`src/rtl/hazard_scoreboard.sv`:
```
`default_nettype none
// ============================================================================
// Module   : hazard_scoreboard
// Brief    : Pipeline hazard controller for the 5-stage, 16-bit-instruction
//            CPU. It keeps a per-register write-back countdown scoreboard,
//            stalls ID on read-after-write hazards, flushes IF/ID on taken
//            branches and sequences the halt (drain, then freeze).
// Options  : HZD_RF_WRITE_THROUGH_EN - the register file forwards same-cycle
//            WB writes, so a register is busy only while its count is > 1.
// Revision : 1.0 - initial release
// ============================================================================
module hazard_scoreboard #(
  parameter int         NUM_REGS    = 16,
  parameter int         WB_LATENCY  = 3,
  parameter logic [3:0] HALT_OPCODE = 4'hF
) (
  input  logic                clk,
  input  logic                rst,
  input  logic                id_valid,
  input  logic [3:0]          id_opcode,
  input  logic [3:0]          id_ra,
  input  logic [3:0]          id_rb,
  input  logic                id_uses_ra,
  input  logic                id_uses_rb,
  input  logic                id_writes_ra,
  input  logic                id_writes_rb,
  input  logic                ex_branch_taken,
  output logic                stall,
  output logic                bubble_ex,
  output logic                flush_ifid,
  output logic                halted,
  output logic [NUM_REGS-1:0] busy_mask,
  output logic [15:0]         stall_cycles
);

  localparam int          CW     = $clog2(WB_LATENCY + 1);
  localparam logic [CW-1:0] C_LOAD = CW'(WB_LATENCY);
  // Register indices come from 4-bit fields; pad the busy vector so the
  // lookup never indexes past its end.
  localparam int          PADW   = (NUM_REGS > 16) ? NUM_REGS : 16;

  typedef enum logic [1:0] {
    ST_RUN    = 2'd0,
    ST_DRAIN  = 2'd1,
    ST_HALTED = 2'd2
  } state_t;

  state_t              state_q;
  logic [15:0]         stall_cycles_q;
  logic [NUM_REGS-1:0] busy_w;
  logic [NUM_REGS-1:0] nz_w;
  logic [PADW-1:0]     busy_pad_w;
  logic                hazard_w;
  logic                issue_w;
  logic                is_halt_w;
  logic                load_ra_w;
  logic                load_rb_w;

  assign busy_pad_w = PADW'(busy_w);
  assign hazard_w   = id_valid &&
                      ((id_uses_ra && busy_pad_w[id_ra]) ||
                       (id_uses_rb && busy_pad_w[id_rb]));
  assign issue_w    = id_valid && !hazard_w && (state_q == ST_RUN) &&
                      !ex_branch_taken;
  assign is_halt_w  = (id_opcode == HALT_OPCODE);
  // The halt instruction never claims a destination register.
  assign load_ra_w  = issue_w && !is_halt_w && id_writes_ra;
  assign load_rb_w  = issue_w && !is_halt_w && id_writes_rb;

  genvar g;
  generate
    for (g = 0; g < NUM_REGS; g++) begin : g_reg
      logic [CW-1:0] count_q;
      logic [CW-1:0] count_d;
      logic          hit_w;

      // ra==rb with both written hits the same counter once, same value.
      assign hit_w = (load_ra_w && (id_ra == 4'(g))) ||
                     (load_rb_w && (id_rb == 4'(g)));

      // Next count: a fresh issue reloads, otherwise count down to zero.
      always_comb begin
        count_d = count_q;
        if (hit_w) begin
          count_d = C_LOAD;
        end else if (count_q != '0) begin
          count_d = count_q - CW'(1);
        end
      end

      // Countdown register for this architectural register.
      always_ff @(posedge clk or posedge rst) begin
        if (rst) begin
          count_q <= '0;
        end else begin
          count_q <= count_d;
        end
      end

      assign nz_w[g] = (count_q != '0);
`ifdef HZD_RF_WRITE_THROUGH_EN
      // The WB-cycle write is forwarded by the register file, so the last
      // count is already readable.
      assign busy_w[g] = (count_q > CW'(1));
`else
      assign busy_w[g] = (count_q != '0);
`endif
    end
  endgenerate

  assign busy_mask    = busy_w;
  assign stall_cycles = stall_cycles_q;

  // Halt sequencing and the saturating hazard-stall counter.
  always_ff @(posedge clk or posedge rst) begin
    if (rst) begin
      state_q        <= ST_RUN;
      stall_cycles_q <= 16'h0000;
    end else begin
      case (state_q)
        ST_RUN: begin
          if (issue_w && is_halt_w) begin
            state_q <= ST_DRAIN;
          end
          if (hazard_w && !ex_branch_taken && (stall_cycles_q != 16'hFFFF)) begin
            stall_cycles_q <= stall_cycles_q + 16'd1;
          end
        end
        ST_DRAIN: begin
          if (nz_w == '0) begin
            state_q <= ST_HALTED;
          end
        end
        ST_HALTED: begin
          state_q <= ST_HALTED;
        end
        default: begin
          state_q <= ST_RUN;
        end
      endcase
    end
  end

  // Pipeline control: branch beats hazard in RUN; drain/halt hold everything.
  always_comb begin
    stall      = 1'b0;
    bubble_ex  = 1'b0;
    flush_ifid = 1'b0;
    case (state_q)
      ST_RUN: begin
        if (ex_branch_taken) begin
          flush_ifid = 1'b1;
          bubble_ex  = 1'b1;
        end else begin
          stall      = hazard_w;
          bubble_ex  = hazard_w;
        end
      end
      ST_DRAIN, ST_HALTED: begin
        stall      = 1'b1;
        bubble_ex  = 1'b1;
      end
      default: begin
        stall      = 1'b0;
      end
    endcase
  end

  assign halted = (state_q == ST_HALTED);

endmodule
`default_nettype wire

```
`config.mk`:
```
export PLATFORM = sky130hd
export DESIGN_NAME = hazard_scoreboard
export DESIGN_NICKNAME = d
export VERILOG_FILES = /design/src/rtl/hazard_scoreboard.sv
export SDC_FILE = /design/constraint.sdc
export NUM_CORES = 1
export LEC_CHECK = 0
export CORE_ASPECT_RATIO = 2
export CORE_MARGIN = 2
export CORE_UTILIZATION = 49
export CTS_BUF_LIST = sky130_fd_sc_hd__clkbuf_16
export CTS_CLUSTER_DIAMETER = 50
export DETAILED_ROUTE_END_ITERATION = 8
export HOLD_SLACK_MARGIN = 0.03
export PLACE_DENSITY_LB_ADDON = 0.25
export SLEW_MARGIN = 20
export SYNTH_ARGS = -nofsm -noshare
export SYNTH_HDL_FRONTEND = slang
export SYNTH_SLANG_ARGS = --single-unit
```
`constraint.sdc`:
```
create_clock -name clk -period 2.2 [get_ports clk]
set_input_delay 0.33 -clock clk [delete_from_list [all_inputs] [get_ports clk]]
set_output_delay 0.33 -clock clk [all_outputs]
set_load 0.02 [all_outputs]
```
# Yosys cells after proc, flatten, opt, wreduce, memory -nomap -nowiden
# Cells that the tools add are included.
[classes] magnitude_cmp=2 n_addsub=17 muxes=45 n_reduce_logical=103 eq_ne=36
[op_table] op="== test 4 bit, second input constant" n=17
[op_table] op="2-to-1 mux 2 bit" n=34
[op_table] op="nonzero test 2 bit" n=32
[op_table] op="logical AND 1 bit" n=44
[op_table] op="== test 4 x 3 -> 1 bit, second input constant" n=8
[op_table] op="subtractor 2 x 1 -> 2 bit, second input constant" n=16
[op_table] op="logical OR 1 bit" n=17
[op_table] op="adder 16 x 1 -> 16 bit, second input constant" n=1
[op_table] op="== test 4 x 2 -> 1 bit, second input constant" n=4
[op_table] op="logical NOT 16 bit" n=1
[op_table] op="inequality test 16 bit, second input constant" n=1
[op_table] op="less-than comparator 4 x 5 -> 1 bit, second input constant" n=2
[op_table] op="binary-select mux 1 bit (select 4 bit)" n=2
[op_table] op="== test 4 x 1 -> 1 bit, second input constant" n=2
[op_table] op="logical NOT 4 bit" n=2
[op_table] op="2-to-1 mux 1 bit" n=6
[op_table] op="one-hot mux 2 bit (3 select lines)" n=1
[op_table] op="one-hot mux 1 bit (2 select lines)" n=2
[op_table] op="AND reduction 2 bit" n=2
[op_table] op="logical NOT 1 bit" n=3
[op_table] op="== test 2 x 1 -> 1 bit, second input constant" n=1
[op_table] op="== test 2 bit, second input constant" n=1
[op_table] op="logical NOT 2 bit" n=1
[op_table] op="inequality test 2 x 1 -> 1 bit, second input constant" n=1
[op_table] op="other kinds (2)" n=2
[word_totals] in_bits=20 elab_cells=221 reg_bits=50

# Depth between registers and ports, before layout
# Gate-level depths: netlist of the first run.
[logic_depth] depth_word=15 ltp_mapped=10 depth_no_buf=8

# Worst setup path after synthesis of the first run
# Ideal clock, no wire load.
[synth_timing] kind="register -> output" startpoint="register g_reg[15].count_q[0]" endpoint="output port bubble_ex" arrival_time_ns=2.342 stages_incl_launch_ff=8 required_ns=1.870 setup_slack_ns=-0.472 n_path_buf=0 path_cell_list="dfrtp_1 > inv_1 > ha_1 > mux4_2 > a311oi_2 > a22oi_4 > nand2b_1 > a211oi_1"
[synth_via] elab_chain_cells=8 word_cells_on_any_way=11 cone_classes="6 x mux; 5 x reduce/logical"
[synth_lines] element="from (decl)" line_no="73" rtl="logic [CW-1:0] count_q;"
[synth_lines] element="from (signal assigned)" line_no="96" rtl="count_q <= count_d;"
[synth_lines] element="nonzero test 2 bit *" line_no="106" rtl="assign busy_w[g] = (count_q != '0);"
[synth_lines] element="binary-select mux 1 bit (select 4 bit), on equally long branches" line_no="61, 62"
[synth_lines] element="2-to-1 mux 1 bit, on equally long branches" line_no="61, 62"
[synth_lines] element="logical AND 1 bit, on equally long branches" line_no="61, 62"
[synth_lines] element="logical OR 1 bit *" line_no="61" rtl="((id_uses_ra && busy_pad_w[id_ra]) ||"
[synth_lines] element="logical AND 1 bit *" line_no="60" rtl="assign hazard_w = id_valid &&"
[synth_lines] element="2-to-1 mux 1 bit *" line_no="151" rtl="if (ex_branch_taken) begin"
[synth_lines] element="one-hot mux 1 bit (2 select lines) *" line_no="149" rtl="case (state_q)"
[synth_lines] element="to (decl)" line_no="29" rtl="output logic bubble_ex,"
# Every way passes the cells marked *; elsewhere a longest branch is shown, timed or not. The select of a mux whose other input is x is not followed.

# Worst setup path after layout of the first run
[layout_timing] startpoint="register g_reg[5].count_q[0]" endpoint="output port bubble_ex"
[layout_via] elab_chain_cells=8 word_cells_on_any_way=11 cone_classes="6 x mux; 5 x reduce/logical"
[layout_lines] element="from (decl)" line_no="73"
[layout_lines] element="from (signal assigned)" line_no="96"
[layout_lines] element="nonzero test 2 bit *" line_no="106"
[layout_lines] element="binary-select mux 1 bit (select 4 bit), on equally long branches" line_no="61, 62"
[layout_lines] element="2-to-1 mux 1 bit, on equally long branches" line_no="61, 62"
[layout_lines] element="logical AND 1 bit, on equally long branches" line_no="61, 62"
[layout_lines] element="logical OR 1 bit *" line_no="61"
[layout_lines] element="logical AND 1 bit *" line_no="60"
[layout_lines] element="2-to-1 mux 1 bit *" line_no="151"
[layout_lines] element="one-hot mux 1 bit (2 select lines) *" line_no="149"
# Marked as above.

==> flow_summary.yaml, run 1 <==
timing:
  worstMarginPinSlew_ns: 0.561
  fmax_ghz: 0.370
  slew_headroom: 0.626
  fin_crit_sh: 1.23
  rsz0062_at_grt: "yes"
  finalSetupViolations: 51
  finalCriticalPeriod_ns: 2.70
  slew_viol_final: 0
  setup_slack_ns: -0.504
  finalHoldViolCount: 0
  skew_ns: 0.00406
global_route:
  grt_util_met2: 0.491
  grt-busiest-layer: "met2"
  grt_overflow_total: 0
  grt_pass1_wl_um: 16200
  grt_pass1_vias: 3363
  antenna_found_initial: 0
  use_met1: 0.306
  grt_use_met3: 0.0425
  grt_use_total: 0.273
  grt_start_max_net_pins: 27
setup_path:
  crit_fanout: 3
  crit_chain: "inv_1, ha_1, mux2i_1, nor3_2, nor4_2, buf_4, a22oi_4, nand2b_4, a211oi_4, buf_6"
  reg2reg_to: "g_reg[10].count_q[1]$_DFFE_PP0P_"
  end_kind: "output pin"
  max_stage_delay_ns: 0.35
  crit_path_start_kind: "register"
  path_class: "register to output pin"
  ff2ff_setup_slack_ns: -0.47
  crit_path_end: "bubble_ex"
  cp-startpoint: "g_reg[5].count_q[0]$_DFFE_PP0P_"
  arrival_ns: 2.37
  worstPathRequired_ns: 1.87
  reg2reg_from: "g_reg[5].count_q[0]$_DFFE_PP0P_"
  reg2reg_depth: 15
  slowest_stage: "dfrtp_1"
cells_and_area:
  diodes: 0
  syn_to_final_growth_pct: 59.9
  fin_area_sq_um: 5470
  final_common_cell: "buf_4"
  fillers: 418
  num-nets-final: 549
  multi_input_area_sq_um: 2380
  final_util: 0.801
  post_layout_nonfiller_instances: 598
  final_cell_mix: "buf_4 (79), dfrtp_1 (50), clkdlybuf4s50_1 (43)"
  seq_area_sq_um: 1250
  final_layout_size_suffix_gt1_frac: 0.370
power:
  pwr-share-clk: 0.409
  combPwrFrac: 0.171
  p_seq_frac: 0.421
  ir_worst_vdd_v: 0.000483
  switching_share: 0.252
  p_int_w: 0.00163
  p_leak_nw: 2.74
  p_sw_w: 0.000551
  p_per_area_nw_per_um2: 399
clock_tree:
  cts.path.max_buffers: 2
  postCtsHoldBufs: 0
  cts_buffers: 5
  cts_tree: "built"
  clock_sinks: 50
  path_clk_slew_ns: 0.07
  clk-insertion-delay-late_ns: 0.30
  clockRootBuffer: "clkbuf_16"
  cts.htree.levels: 2
place:
  hpwl_um: 7290
  port-buffer-count: 55
  place_area_sq_um: 4650
  place_ws_ns: -0.999
  gp_congestion: 0.857
  dp.cells: 571
run_status:
  violations: "setup timing"
  outcome: "complete, but fails checks"
flow_run:
  maxCapViolCount: 0
synth:
  synth_seq_cells: 50
  netlist.top_cell.by_area: "dfrtp_1"
  yosysWarnings: 0
  synth_area_per_cell_sq_um: 9.32
  synth_ff_type: "dfrtp_1"
  synth_nets: 408
  syn-instance-count: 367
  ys_seq_area_frac: 0.366
  synth_area_sq_um: 3420
  synth_cell_type_count: 55
  synth_enable_flop_cells: 0
  synth.area.top_cells: "dfrtp_1 (37%), ha_1 (7.7%), xor2_1 (7.7%), inv_1 (5.8%), mux2i_1 (5.3%)"
  async_flop_share: 1.00
  synth_top_area_share: 0.366
drt:
  drtIter0Drc: 213
  vias: 3336
  post_drt_wl_per_cell_um: 18.3
  wirelength_um: 10900
  post-route-drc-count: 0
  dr.pass1.iters: 4
  ant_nets: 0
  vias_per_cell: 5.58
floorplan:
  die_area_sq_um: 7710
  ios: 56
  core.rowCount: 43
  die_w_um: 63.1
  core_sq_um: 6830
  die_y_um: 122
  start_util: 0.501
hold_path:
  hp-class: "input port to asynchronous set/reset pin"
-- worst max-delay path, delay by kind of cell (launching register included) --
kind / cells / cell delay [ns]
compound gates: 2 / 0.29
fa+ha+maj: 1 / 0.23
buf+inv: 3 / 0.38
flops: 1 / 0.35
mux: 1 / 0.22
simple gates: 3 / 0.61
-- logic make-up (layout without fill, tap and decap cells) --
| logic type | Yosys count | in the layout | share of synthesized area |
|---|---|---|---|
| AND/OR/NAND/NOR | 130 | 130 | 0.221 |
| flip-flops | 50 | 50 | 0.366 |
| XOR/XNOR | 31 | 31 | 0.0794 |
| buffers and inverters | 68 | 209 | 0.0819 |
| multiplexers | 23 | 23 | 0.0757 |
| adder cells (fa/ha/maj) | 21 | 21 | 0.0768 |
| AO/OA/AOI/OAI | 44 | 44 | 0.0999 |
-- power by group through the flow --
stage	Sequential, W	Clock [W]	Combinational (W)
after floorplan	0.000936	0	0.000121
after global placement	0.000936	0	0.000216
after detailed placement	0.000936	0	0.000223
after CTS	0.000919	0.000902	0.000304
after global routing	0.000918	0.000935	0.000389
final	0.000919	0.000893	0.000372
-- registers in the layout, indices dropped and copies added (netlist names) --
| register | count |
|---|---|
| stall_cycles | 16 |
| state_q | 2 |
| g.count_q | 32 |
-- area by class of cell --
class	count	share of cell area
clock buffers	5	0.0229
repair buffers	149	0.250
multi-input cells	249	0.435
flip-flops and latches	50	0.229
inverters	53	0.0364
well taps	90	0.0206
clock inverters	2	0.00709
-- what timing repair did --
action,CTS,global route
resized for setup,64,58
pin swaps,24,23
endpoints found under the setup margin,51,55
cloned,2,1
setup buffers,5,12
-- how the worst min path moves through the flow --
stage,start,to,slack (ns)
after global placement,g_reg[8].count_q[1]$_DFFE_PP0P_,g_reg[8].count_q[1]$_DFFE_PP0P_,0.47
after floorplan,g_reg[8].count_q[1]$_DFFE_PP0P_,g_reg[8].count_q[1]$_DFFE_PP0P_,0.46
after global routing,rst,stall_cycles[1]$_DFFE_PP0P_,0.47
after CTS,rst,stall_cycles[1]$_DFFE_PP0P_,0.42
after detailed placement,stall_cycles[5]$_DFFE_PP0P_,stall_cycles[5]$_DFFE_PP0P_,0.48
final,rst,stall_cycles[1]$_DFFE_PP0P_,0.40
-- cells in the mapped netlist, drive strengths merged (2+ instances only) --
cell type	n
nand4b	3
o31ai	2
o22ai	5
mux2i	18
nand3b	3
nor2	12
ha	21
mux4	2
dfrtp	50
o21ai	5
a211oi	2
nor4	5
nor2b	3
clkbuf	6
nor3b	2
a31oi	2
o221ai	2
o22a	3
nand3	20
xor2	30
nor3	21
o211ai	7
inv	53
and2	3
or3	3
o311ai	2
nand4	9
and3	5
a21oi	3
o21bai	2
buf	9
nand2	28
mux2	3
a31o	2
nand2b	8
-- metal layers --
layer / vias up / wire length, um
li1: 1546 / -
met1: 1641 / 4020
met2: 122 / 6040
met3: 27 / 493
met4: 0 / 397
met5: - / 0
-- stage by stage --
stage | hold slack (ns) | setup TNS (ns) | total power [W]
CTS | 0.425 | -9.93 | 0.00212
detailed placement | 0.484 | -26.37 | 0.00116
global placement | 0.467 | -21.91 | 0.00115
floorplan | 0.456 | -0.166 | 0.00106
global route | 0.465 | -21.96 | 0.00224
finish | 0.403 | -15.63 | 0.00218
(Power assumes the default switching activity.)
==> inputs of run 2 (changes only) <==
--- a/config.mk
+++ b/config.mk
@@ -7,10 +7,11 @@
 export LEC_CHECK = 0
 export CORE_ASPECT_RATIO = 2
 export CORE_MARGIN = 2
-export CORE_UTILIZATION = 49
+export CORE_UTILIZATION = 58
 export CTS_BUF_LIST = sky130_fd_sc_hd__clkbuf_16
 export CTS_CLUSTER_DIAMETER = 50
 export DETAILED_ROUTE_END_ITERATION = 8
+export DONT_BUFFER_PORTS = 1
 export HOLD_SLACK_MARGIN = 0.03
 export PLACE_DENSITY_LB_ADDON = 0.25
 export SLEW_MARGIN = 20
==> run 2 against run 1 <==
Compared with the run above:
- the run still ends with setup timing left
- sequential share of layout area is 5.2 points higher
- critical path depth is 3 lower
- first-iteration DRC count is 34% lower
- setup slack better by 0.10 ns
- non-clock buffer count is 86 lower
- hold slack worse by 0.11 ns
- clock-buffer cell count stayed put
- global-route usage is 2.4 points higher
- largest cell class unchanged
- largest power group unchanged
- highest routed layer unchanged
==> flow_summary.yaml, run 2 (synthesized netlist as in run 1, its figures left out) <==
timing:
  rsz0062_at_grt: "yes"
  finalSetupViolations: 39
  skew_ns: 0.00526
  fin_crit_sh: 1.18
  setup_slack_ns: -0.402
  finalCriticalPeriod_ns: 2.60
  slew_viol_final: 0
  worstMarginPinSlew_ns: 0.561
  finalHoldViolCount: 0
  fmax_ghz: 0.384
  worst_hold_slack_ns: 0.292
  slew_headroom: 0.625
power:
  switching_share: 0.238
  ir_worst_vdd_v: 0.000524
  p_sw_w: 0.000448
  p_per_area_nw_per_um2: 422
  combPwrFrac: 0.121
  p_seq_frac: 0.487
  p_int_w: 0.00144
  p_leak_nw: 2.30
  finalPower_w: 0.00189
  pwr-share-clk: 0.391
clock_tree:
  path_clk_slew_ns: 0.06
  cts_buffers: 5
  cts.path.max_buffers: 2
  cts_tree: "built"
  clk-insertion-delay-late_ns: 0.29
  cts.htree.levels: 2
  clock_sinks: 50
  clockRootBuffer: "clkbuf_16"
drt:
  dr.pass1.iters: 6
  vias_per_cell: 6.15
  drtIter0Drc: 140
  wirelength_um: 9230
  vias: 2977
  post_drt_wl_per_cell_um: 19.1
  ant_nets: 0
  post-route-drc-count: 0
floorplan:
  core.rowCount: 39
  start_util: 0.599
  core_sq_um: 5710
  ios: 56
  die_w_um: 58.3
  die_y_um: 113
  die_area_sq_um: 6570
setup_path:
  ff2ff_setup_slack_ns: -0.32
  crit_chain: "inv_2, ha_4, mux4_2, a311oi_4, a22oi_4, nand2b_4, a211oi_4"
  cp-startpoint: "g_reg[15].count_q[0]$_DFFE_PP0P_"
  crit_path_start_kind: "register"
  slowest_stage: "mux4_2"
  crit_path_end: "bubble_ex"
  reg2reg_depth: 10
  crit_fanout: 3
  reg2reg_to: "stall_cycles[14]$_DFFE_PP0P_"
  worstPathRequired_ns: 1.87
  end_kind: "output pin"
  arrival_ns: 2.27
  path_class: "register to output pin"
  max_stage_delay_ns: 0.51
  reg2reg_from: "g_reg[15].count_q[0]$_DFFE_PP0P_"
place:
  place_ws_ns: -0.141
  gp_congestion: 0.919
  port-buffer-count: 0
  hpwl_um: 6610
  dp.cells: 469
cells_and_area:
  final_layout_size_suffix_gt1_frac: 0.322
  syn_to_final_growth_pct: 30.5
  final_util: 0.782
  post_layout_nonfiller_instances: 484
  largest_register_ffs: 32
  num-nets-final: 463
  final_common_cell: "buf_4"
  top_register: "g.count_q"
  final_cell_mix: "buf_4 (53), dfrtp_1 (50), inv_1 (49)"
  diodes: 0
global_route:
  grt_pass1_wl_um: 14900
  grt_overflow_total: 0
  antenna_found_initial: 0
  grt_pass1_vias: 3143
  grt_use_total: 0.297
  grt_start_max_net_pins: 27
hold_path:
  hp-class: "input port to register"
run_status:
  outcome: "complete, but fails checks"
  violations: "setup timing"
flow_run:
  maxCapViolCount: 0
-- run 2: how the worst min path moves through the flow --
stage / from / endpoint / slack (ns) / cells past startpoint
2_1_floorplan: g_reg[8].count_q[1]$_DFFE_PP0P_ / g_reg[8].count_q[1]$_DFFE_PP0P_ / 0.46 / 2
3_3_place_gp: rst / g_reg[9].count_q[0]$_DFFE_PP0P_ / 0.29 / 1
3_5_place_dp: rst / g_reg[9].count_q[0]$_DFFE_PP0P_ / 0.30 / 1
4_1_cts: id_ra[3] / g_reg[7].count_q[0]$_DFFE_PP0P_ / 0.28 / 3
5_1_grt: id_ra[3] / g_reg[7].count_q[0]$_DFFE_PP0P_ / 0.31 / 3
6_report: id_ra[3] / g_reg[7].count_q[0]$_DFFE_PP0P_ / 0.29 / 3
-- run 2: power by group through the flow --
stage               Sequential, W  Clock [W]  Combinational (W)
floorplan                0.000936          0           0.000121
global placement         0.000936          0           0.000141
detailed placement       0.000936          0           0.000143
CTS                      0.000919   0.000752           0.000203
global route             0.000918   0.000785           0.000242
finish                   0.000919   0.000738           0.000229
-- run 2: metrics by stage --
stage | instance area (sq um) | TNS, ns
after floorplan | 3510 | -0.166
after detailed placement | 3940 | -1.01
after global placement | 3940 | -0.488
after global routing | 4470 | -12.20
after CTS | 4310 | -5.82
final | 4470 | -6.82
-- run 2: layout make-up --
cell class | count | area (sq um)
multi-input combinational | 249 | 2250
sequential | 50 | 1250
fill | 353 | 1240
timing repair buffer | 63 | 548
inverter | 53 | 199
clock buffer | 5 | 125
tap | 61 | 76.3
clock inverter | 3 | 12.5
-- run 2: timing repair --
item | CTS | global route
endpoints found under the setup margin | 18 | 52
hold endpoints to repair | 24 | 0
setup buffers | 5 | 1
hold buffers | 1 | 0
gates resized for setup | 32 | 32
cloned | 1 | 0
pin swaps | 22 | 17
-- run 2: critical path: cells and delay by family, from the launching register on --
family	cells	cell delay (ns)
AOI/OAI and AO/OA	3	0.73
adders and majority gates	1	0.15
buffers and inverters	1	0.05
DFF	1	0.37
muxes	1	0.51
and+or+nand+nor	1	0.17
-- run 2: layer usage --
metal	GRT usage	up-vias	routed length (um)
li1	-	1385	-
met1	0.310	1449	3050
met5	0	-	0
met3	0.0576	27	543
met2	0.537	116	5280
met4	0.150	0	364
==> inputs of run 3 (changes only) <==
--- a/config.mk
+++ b/config.mk
@@ -7,12 +7,13 @@
 export LEC_CHECK = 0
 export CORE_ASPECT_RATIO = 2
 export CORE_MARGIN = 2
-export CORE_UTILIZATION = 58
+export CORE_UTILIZATION = 60
 export CTS_BUF_LIST = sky130_fd_sc_hd__clkbuf_16
 export CTS_CLUSTER_DIAMETER = 50
 export DETAILED_ROUTE_END_ITERATION = 8
 export DONT_BUFFER_PORTS = 1
 export HOLD_SLACK_MARGIN = 0.03
+export MAX_ROUTING_LAYER = met4
 export PLACE_DENSITY_LB_ADDON = 0.25
 export SLEW_MARGIN = 20
 export SYNTH_ARGS = -nofsm -noshare
==> constraint.sdc (replaced) <==
create_clock -name clk -period 3.1 [get_ports clk]
set_input_delay 0.465 -clock clk [delete_from_list [all_inputs] [get_ports clk]]
set_output_delay 0.465 -clock clk [all_outputs]
set_load 0.02 [all_outputs]
==> run 3 against run 2 <==
Compared with the run above:
- the run now ends clean
- cell count shrank 11%
- sequential power is 29% lower
- non-clock buffer count shrank 52
- die area decreased by 3.2%
- clock skew up 0.00076 ns
- critical path type unchanged
- highest routed layer unchanged
==> flow_summary.yaml, run 3 (synthesized netlist as in run 1, its figures left out) <==
timing:
  slew_viol_final: 0
  finalHoldViolCount: 0
  finalSetupViolations: 0
  skew_ns: 0.00602
  fin_tns_setup_ns: 0
  slew_headroom: 0.440
  finalCriticalPeriod_ns: 2.99
  rsz0062_at_grt: "no"
  worstMarginPinSlew_ns: 0.829
  fmax_ghz: 0.334
  fin_crit_sh: 0.965
cells_and_area:
  final_util: 0.676
  diodes: 0
  final_layout_size_suffix_gt1_frac: 0.127
  largest_register_ffs: 32
  top_register: "g.count_q"
  fillers: 439
  fin_area_sq_um: 3690
  final_common_cell: "inv_1"
  num-nets-final: 411
  final_cell_mix: "inv_1 (52), dfrtp_1 (50), xor2_1 (30)"
  syn_to_final_growth_pct: 7.97
  post_layout_nonfiller_instances: 431
setup_path:
  arrival_ns: 2.53
  crit_buf_inv: 2
  reg2reg_depth: 10
  reg2reg_to: "g_reg[14].count_q[0]$_DFFE_PP0P_"
  crit_fanout: 7
  reg2reg_from: "g_reg[10].count_q[0]$_DFFE_PP0P_"
  crit_path_start_kind: "register"
  path_class: "register to output pin"
  max_stage_delay_ns: 0.48
  cpLargestDelayFamily: "compound AO/OA/AOI/OAI gates"
  worstPathRequired_ns: 2.63
  slowest_stage: "mux4_2"
  end_kind: "output pin"
  crit_top_cell: "a211oi_1"
  ff2ff_setup_slack_ns: 0.34
  crit_chain: "inv_1, ha_1, mux4_2, a211oi_1, a22oi_4, nand2b_1, a211oi_1, buf_4"
clock_tree:
  clk-insertion-delay-late_ns: 0.29
  clock_sinks: 50
  clockRootBuffer: "clkbuf_16"
  cts.htree.levels: 2
  path_clk_slew_ns: 0.07
  cts_tree: "built"
  cts.path.max_buffers: 2
  cts_buffers: 5
  cts_setup_buffers: 0
hold_path:
  hp-class: "input port to asynchronous set/reset pin"
floorplan:
  die_area_sq_um: 6360
  core.rowCount: 38
  core_sq_um: 5470
  die_y_um: 111
  die_w_um: 57.4
  start_util: 0.626
  ios: 56
place:
  dp.cells: 423
  hpwl_um: 6190
  gp_congestion: 0.994
  place_area_sq_um: 3510
  port-buffer-count: 0
global_route:
  grt_overflow_total: 0
  grt_pass1_vias: 2827
  grt_start_max_net_pins: 51
  grt_use_met3: 0.0397
  antenna_found_initial: 0
  grt_pass1_wl_um: 13300
  grt_use_total: 0.274
  grt_util_met2: 0.498
  use_met1: 0.269
  grt-busiest-layer: "met2"
drt:
  post-route-drc-count: 0
  ant_nets: 0
  post_drt_wl_per_cell_um: 19.0
  drtIter0Drc: 153
  vias: 2750
  dr.pass1.iters: 5
  wirelength_um: 8200
  vias_per_cell: 6.38
power:
  ir_worst_vdd_v: 0.000318
  p_per_area_nw_per_um2: 371
  finalPower_w: 0.00137
  p_leak_nw: 1.83
flow_run:
  maxCapViolCount: 0
run_status:
  outcome: "finished clean"
run 3: changes by cell type in the layout (fill, tap and decap cells not counted), moves of 8 or more:
cell,change
nor3_2,+9
nand3_1,+8
nor3_4,-11
buf_4,-43
ha_1,+10
run 3: repair_timing:
item                       4_1_cts  5_1_grt
resized for setup                0        2
hold buffers                     0        0
setup endpoints to repair        0        1
run 3: layout make-up:
cell class	count	area, sq um	area share
Inverter	53	200	0.0542
Clock buffer	5	125	0.0339
Timing Repair Buffer	11	95.1	0.0257
Multi-Input combinational cell	249	1900	0.515
Clock inverter	3	45.0	0.0122
Tap cell	60	75.1	0.0203
Sequential cell	50	1250	0.339
run 3: worst max-delay path by stage:
stage	cells after the start	endpoint	slack (ns)	startpoint
after floorplan	7	bubble_ex	0.29	g_reg[15].count_q[0]$_DFFE_PP0P_
after global placement	8	bubble_ex	0.40	g_reg[14].count_q[0]$_DFFE_PP0P_
after detailed placement	8	bubble_ex	0.37	g_reg[10].count_q[0]$_DFFE_PP0P_
after CTS	8	bubble_ex	0.07	g_reg[14].count_q[0]$_DFFE_PP0P_
after global routing	8	bubble_ex	0.002	g_reg[10].count_q[0]$_DFFE_PP0P_
final	8	bubble_ex	0.11	g_reg[9].count_q[0]$_DFFE_PP0P_
run 3: per-layer routing:
layer  routed length, um  vias to the layer above
li1                    -                     1268
met1                2820                     1321
met2                4510                      128
met3                 489                       33
met4                 381                        0
met5                   0                        -
run 3: stage by stage:
step / hold WS, ns / setup slack, ns
2_1_floorplan: 0.456 / 0.293
3_3_place_gp: 0.467 / 0.398
3_5_place_dp: 0.484 / 0.375
6_report: 0.192 / 0.108
5_1_grt: 0.279 / 0.00184
4_1_cts: 0.333 / 0.0720
run 3: power breakdown:
| part | switching (W) | internal (W) |
|---|---|---|
| combinational | 0.0000600 | 0.0000319 |
| sequential | 0 | 0.000652 |
| clock | 0.000245 | 0.000381 |
